`config.mk`:
```
export PLATFORM = sky130hd
export DESIGN_NAME = instr_sequencer
export DESIGN_NICKNAME = d
export VERILOG_FILES = /design/src/rtl/instr_sequencer.sv
export SDC_FILE = /design/constraint.sdc
export NUM_CORES = 1
export LEC_CHECK = 0
export BUFFER_PORTS_ARGS = -buffer_cell sky130_fd_sc_hd__buf_2
export CAP_MARGIN = 20
export CORE_MARGIN = 4
export CORE_UTILIZATION = 61
export DETAILED_ROUTE_END_ITERATION = 8
export PLACE_DENSITY = 0.79
export SYNTH_ARGS = -nofsm -noshare
export SYNTH_HDL_FRONTEND = slang
export SYNTH_SLANG_ARGS = --single-unit
export TNS_END_PERCENT = 100
```
`constraint.sdc`:
```
create_clock -name clk_i -period 5.2 [get_ports clk_i]
set_input_delay 0.26 -clock clk_i [delete_from_list [all_inputs] [get_ports clk_i]]
set_output_delay 0.26 -clock clk_i [all_outputs]
set_load 0.01 [all_outputs]
```
`src/rtl/instr_sequencer.sv`:
```
// Instruction sequencer: fetches words from a small program store and issues them
// to a consumer over a valid/ready handshake, either back-to-back or one per step edge.
// Optional macro SEQ_LOOP_EN: wrap from the last store address to 0 instead of halting.
//
// state     | meaning
// ----------+-----------------------------------------------------------
// IDLE      | waiting for start; program store writable
// FETCH     | latch store[pc] into instr; halt opcode ends the program
// ISSUE     | instr_valid held until the consumer accepts it
// WAIT_STEP | single-step mode, waiting for a rising edge on step
// HALT      | program finished; done high, pc frozen, store writable
module instr_sequencer #(
    parameter int          DATA_W  = 12,
    parameter int          DEPTH   = 16,
    parameter logic [2:0]  HALT_OP = 3'b111
) (
    input  logic              clk_i,
    input  logic              reset_i,
    input  logic              start_i,
    input  logic              step_i,
    input  logic              run_mode_i,
    input  logic              abort_i,
    input  logic              prog_we_i,
    input  logic [3:0]        prog_addr_i,
    input  logic [DATA_W-1:0] prog_data_i,
    output logic [DATA_W-1:0] instr_o,
    output logic              instr_valid_o,
    input  logic              instr_ready_i,
    output logic [3:0]        pc_o,
    output logic              done_o
);

    localparam logic [2:0] S_IDLE      = 3'd0;
    localparam logic [2:0] S_FETCH     = 3'd1;
    localparam logic [2:0] S_ISSUE     = 3'd2;
    localparam logic [2:0] S_WAIT_STEP = 3'd3;
    localparam logic [2:0] S_HALT      = 3'd4;

    localparam logic [3:0] LAST_ADDR = 4'(DEPTH - 1);

    logic [DATA_W-1:0] store_q [DEPTH];

    logic [2:0]        state_q, state_d;
    logic [3:0]        pc_q, pc_d;
    logic [DATA_W-1:0] instr_q, instr_d;
    logic              valid_q, valid_d;
    logic              step_q;

    logic [DATA_W-1:0] fetch_word;
    logic              is_halt;
    logic              handshake;
    logic              step_rise;
    logic [2:0]        after_issue;

    assign fetch_word  = store_q[pc_q];
    assign is_halt     = (fetch_word[11:9] == HALT_OP);
    assign handshake   = valid_q & instr_ready_i;
    assign step_rise   = step_i & ~step_q;
    assign after_issue = run_mode_i ? S_FETCH : S_WAIT_STEP;

    always_comb begin
        state_d = state_q;
        pc_d    = pc_q;
        instr_d = instr_q;
        valid_d = valid_q;
        if (abort_i) begin
            state_d = S_IDLE;
            pc_d    = 4'd0;
            valid_d = 1'b0;
        end else begin
            case (state_q)
                S_IDLE: begin
                    if (start_i) begin
                        state_d = S_FETCH;
                        pc_d    = 4'd0;
                    end
                end
                S_FETCH: begin
                    instr_d = fetch_word;
                    if (is_halt) begin
                        state_d = S_HALT;
                        valid_d = 1'b0;
                    end else begin
                        state_d = S_ISSUE;
                        valid_d = 1'b1;
                    end
                end
                S_ISSUE: begin
                    if (handshake) begin
                        valid_d = 1'b0;
                        if (pc_q == LAST_ADDR) begin
`ifdef SEQ_LOOP_EN
                            pc_d    = 4'd0;
                            state_d = after_issue;
`else
                            state_d = S_HALT;
`endif
                        end else begin
                            pc_d    = pc_q + 4'd1;
                            state_d = after_issue;
                        end
                    end
                end
                S_WAIT_STEP: begin
                    if (step_rise) begin
                        state_d = S_FETCH;
                    end
                end
                S_HALT: begin
                    if (start_i) begin
                        state_d = S_FETCH;
                        pc_d    = 4'd0;
                    end
                end
                default: begin
                    state_d = S_IDLE;
                    pc_d    = 4'd0;
                    valid_d = 1'b0;
                end
            endcase
        end
    end

    always_ff @(posedge clk_i or negedge reset_i) begin
        if (!reset_i) begin
            state_q <= S_IDLE;
            pc_q    <= 4'd0;
            instr_q <= '0;
            valid_q <= 1'b0;
            step_q  <= 1'b0;
        end else begin
            state_q <= state_d;
            pc_q    <= pc_d;
            instr_q <= instr_d;
            valid_q <= valid_d;
            step_q  <= step_i;
        end
    end

    // Store has no reset so a program survives reset; writes only while not executing.
    always_ff @(posedge clk_i) begin
        if (prog_we_i && (state_q == S_IDLE || state_q == S_HALT)) begin
            store_q[prog_addr_i] <= prog_data_i;
        end
    end

    assign instr_o       = instr_q;
    assign instr_valid_o = valid_q;
    assign pc_o          = pc_q;
    assign done_o        = (state_q == S_HALT);

endmodule

```
# Word level (Yosys, flattened, before mapping)
# Memory sizes are Yosys's and may differ from the RTL's.
# Cells that the tools add are included.
# word_totals
reg_bits	21
ramBits	192
rom_bits	0
memories	1
latch_bits	0
# mem_list
name	words	width	rd	rd_clocked_by_memory_dff	wr	line	text
store_q	16	12	1	0	1	41	logic [DATA_W-1:0] store_q [DEPTH];
# op_classes
muxes	19
div	0
bitwise	4
reduce_logical	10
magnitude_cmp	0
add_sub_neg	1
n_eq_ne	12
n_mul	0
shifts	0
# ops
op	count
$mux 3	6
$mux 4	4
$pmux 3 s4	1
$pmux 4 s3	1
$ne 3x3->1 const B	3
$eq 3x2->1 const B	2
$eq 3x3->1 const B	2
$mux 1	5
$add 4x1->4 const B	1
$eq 4x4->1 const B	1
$ne 2x1->1 const B	2
$reduce_and 2->1	2
$reduce_and 4->1	1
$reduce_or 2->1	2
$eq 3x1->1 const B	1
$logic_not 3->1	1
$ne 3x1->1 const B	1
$pmux 1 s3	1
$reduce_and 3->1	1
$reduce_or 3->1	1
$and 1x1->1	2
$mux 2	1
$not 1->1	2
$logic_and 1x1->1	1
$logic_or 1x1->1	1

# Longest topological paths before layout
# depth
word_depth	5
mapped_depth	7
ltp_nobuf	6

# Worst setup path after synthesis
# No wires, ideal clock.
# synth_timing
path_kind	register to register
from	reg state_q[0]
to	mem store_q[0][0] (enable)
t_arrival_ns	2.028
slack_ns	2.776
t_required_ns	4.804
stages_incl_launch_ff	6
period_less_slack_ns	2.424
cell_sequence	dfrtp_1 clkbuf_1 nor2_1 nand2_1 or3_1 nor3_1
# synth_between
elab_chain_cells	5
elab_cells_between_ends	6
classes_between	1 x eq/ne; 2 x mux; 3 x reduce/logical
# synth_lines
item	line	text
start, declared	43	logic [2:0] state_q, state_d;
start signal, assigned	132	state_q <= state_d;
$eq 3x3->1 / $logic_not 3->1 (equally long branches)	142	if (prog_we_i && (state_q == S_IDLE || state_q == S_HALT)) begin
$logic_or 1x1->1 (*)	142	
$logic_and 1x1->1 (*)	142	
$mux 1 (*)	142	
$mux 1 (not written as such) (*)	143	store_q[prog_addr_i] <= prog_data_i;
end, declared	41	
# Every way passes the cells marked *; elsewhere a longest branch is shown, timed or not.

# Worst setup path after layout
# layout_timing
from	reg pc_q[0] (netlist: pc_o[0])
to	reg state_q[1]
# layout_between
elab_chain_cells	5
elab_cells_between_ends	8
classes_between	2 x eq/ne; 5 x mux; 1 x memory
# layout_lines
item	line	text
start, declared	44	logic [3:0] pc_q, pc_d;
start signal, assigned	133	pc_q <= pc_d;
$mem_v2 16x12 / $eq 4x4->1 (equally long branches)	-	
$eq 3x3->1 / $mux 3 (equally long branches)	56, 91	
$mux 3, on equally long branches	80, 89	
$pmux 3 s4 (*)	71	case (state_q)
$mux 3 (*)	66	if (abort_i) begin
# Every way passes the cells marked *; elsewhere a longest branch is shown, timed or not. The select of a mux whose other input is x is not followed.
# A chain may end at the register's enable or synchronous reset.

==> impl_metrics.csv <==
group,metric,value,unit
run_status,status,"completed",
grt,grt_antenna_before_repair,0,
placed_design,pre_cts_slack,2280,ps
power,comb_power_share,0.124,
cells_and_area,final_common_cell,"edfxtp_1",
power,switchingPower,0.920,mW
synthesis,synth_cell_type_count,37,
power,pwr-share-clk,0.352,
power,vdd_drop_max,0.320,mV
sta,fin_crit,2870,ps
sta,period_share,0.552,
sta,finalSetupTns,0,ps
cells_and_area,mostFrequentLayoutCells,"edfxtp_1 (192), mux4_2 (46), nand2_1 (41), buf_2 (41), clkbuf_16 (21)",
synthesis,synth.avg_cell_area,20.4,µm²
drt,drt_iter0_drc,464,
cells_and_area,drive_above_1_share,0.290,
synthesis,seq_area_frac_synth,0.745,
clocking,cts_tree,"done",
clocking,root_buffer,"clkbuf_16",
synthesis,synth_edf_count,192,
floorplanning,die_w,126,µm
grt,grt_pass1_wl,26600,µm
drt,num_vias,4208,
floorplanning,die-area,0.0158,mm²
critical_path,required,5610,ps
clocking,cts_resized,0,
clocking,clk_latency,480,ps
synthesis,syn-instance-count,414,
grt,grt_pass1_vias,4326,
power,leakage,3.15,nW
cells_and_area,layout-area-overhead-vs-synth,12.0,%
cells_and_area,num_antenna_cells,0,
power,swShare,0.236,
placed_design,hpwl,9740,µm
power,powerDensity,412,mW/mm²
synthesis,synth_fp_nets,439,
clocking,cts_sinks,213,
drt,ant_nets,0,
critical_path,crit_fanout,29,
synthesis,ys_async_sr_fraction,0.0986,
sta,rsz0062_at_grt,"no",
critical_path,worstSetupStartpointType,"flop",
worst_hold_path,hold_path.class,"in2reg",
placed_design,numPortBuffers,41,
worst_hold_path,hp-start,"run_mode_i",
power,pwr-share-seq,0.525,
placed_design,routabilityCongestion,0.874,
drt,first_pass_iters,6,
power,internal_power,2.98,mW
floorplanning,start_util,0.630,
clocking,clk_pin_slew_worst_paths,60,ps
run,drv_cap,0,
floorplanning,die_h,126,µm
critical_path,critPathCaptureType,"flop",
synthesis,ys_seq_elements,213,
synthesis,yosys_warnings,0,
drt,viasPerCell,6.40,
sta,worst_pin_slew,1050,ps
critical_path,r2r_start,"pc_o[0]$_DFFE_PN0P_",
drt,wl,17400,µm
critical_path,arrival,3280,ps
critical_path,critical_path_class,"reg2reg",
sta,drv_slew,0,
synthesis,ys.flop_type,"edfxtp_1",
sta,max_freq,349,MHz
clocking,max-clock-path-buffers,3,
sta,setup_violations,0,
drt,drc,0,
sta,timing_hold_violations_final,0,
grt,grt.overflow.total,0,
grt,grt_max_degree,50,
clocking,numCtsBuffers,21,
drt,wl_per_cell,26.5,µm
synthesis,synth_area,0.00844,mm²
floorplanning,core_area,0.0134,mm²
cells_and_area,finalNetCount,493,
sta,relSlewSlack,0.301,
floorplanning,ioPinCount,42,
floorplanning,rows,42,
sta,worst_slack,2330,ps
clocking,htree_levels,1,
sta,clock_skew,8.30,ps
critical_path,setup.worst_path.start,"pc_o[0]$_DFFE_PN0P_",
grt,track_usage,0.227,
layout make-up:
class                      instances  area (µm²)
inverter                           3        11.3
multi-input combinational        178        2020
fill                             820        3950
clock buffer                      24         537
timing repair buffer              51         285
sequential                       213        6290
tap                              176         220
clock inverter                    13        85.1
metal layers:
layer / GRT usage / vias to the layer above / routed length (µm)
met1: 0.312 / 2178 / 6770
met2: 0.390 / 204 / 9020
met4: 0.0510 / 0 / 272
li1: - / 1800 / -
met3: 0.0373 / 26 / 1380
met5: 0 / - / 0
Yosys cell counts (5+ instances only):
cell,instances,share of area
dfrtp_1,21,0.062
nand2_1,41,0.018
o21ai_0,6,0.0036
edfxtp_1,192,0.68
nand3_1,8,0.0047
mux4_1,11,0.034
buf_12,5,0.012
nand2b_1,5,0.0037
o21ai_1,5,0.0030
clkbuf_1,7,0.0031
nor3_1,5,0.0030
nor2_1,18,0.0080
mux4_2,46,0.12
final timing paths:
check	end	slack [ps]	depth (start not counted)
worst max register to register	state_q[1]$_DFFE_PN0P_	2330	6
max in group asynchronous	pc_o[0]$_DFFE_PN0P_	4480	2
worst min-delay path	state_q[1]$_DFFE_PN0P_	100	4
min in group asynchronous	instr_o[6]$_DFFE_PN0P_	320	2
worst min register to register	instr_o[7]$_DFFE_PN0P_	470	2
worst max-delay path	state_q[1]$_DFFE_PN0P_	2330	6
critical path: stages (launching register included):
cell and delay (ps):
dfrtp_2 960, buf_4 540, mux4_1 600, a22oi_1 190
and3_1 230, o31ai_1 110, nand3_1 150
power groups by stage:
| stage | clock network (mW) | registers (mW) | logic (mW) |
|---|---|---|---|
| global placement | 0 | 2.07 | 0.470 |
| detailed placement | 0 | 2.08 | 0.482 |
| floorplan | 0 | 2.05 | 0.381 |
| CTS | 1.39 | 2.04 | 0.488 |
| global route | 1.47 | 2.06 | 0.525 |
| finish | 1.37 | 2.04 | 0.482 |
sequential cells by signal, indices dropped and copies added, names as in the netlist:
name and flops:
step_q 1, instr_valid_o 1, instr_o 12, pc_o 4, store_q 192, state_q 3
stage by stage:
step	instances	cell area (µm²)	power [mW]	hold WS (ps)	utilization
floorplan	414	8440	2.43	-35.6	-
global placement	619	8810	2.54	268	0.658
detailed placement	619	8810	2.56	280	0.658
CTS	658	9460	3.92	83.9	0.706
global route	658	9460	4.05	108	0.706
finish	658	9460	3.90	99.9	0.706
cell families after synthesis:
group                      count (synthesis)  synth area share
muxes                                     62             0.163
DFF                                      213             0.745
buffers and inverters                     23            0.0214
and+or+nand+nor                           96            0.0547
AOI/OAI and AO/OA                         19            0.0139
adders and majority gates                  1           0.00148
timing repair:
action / 4_1_cts / 5_1_grt
hold buffers: 2 / 0
buffers inserted: 0 / 0
endpoints found under the hold margin: 22 / 0
(Power assumes the default switching activity.)
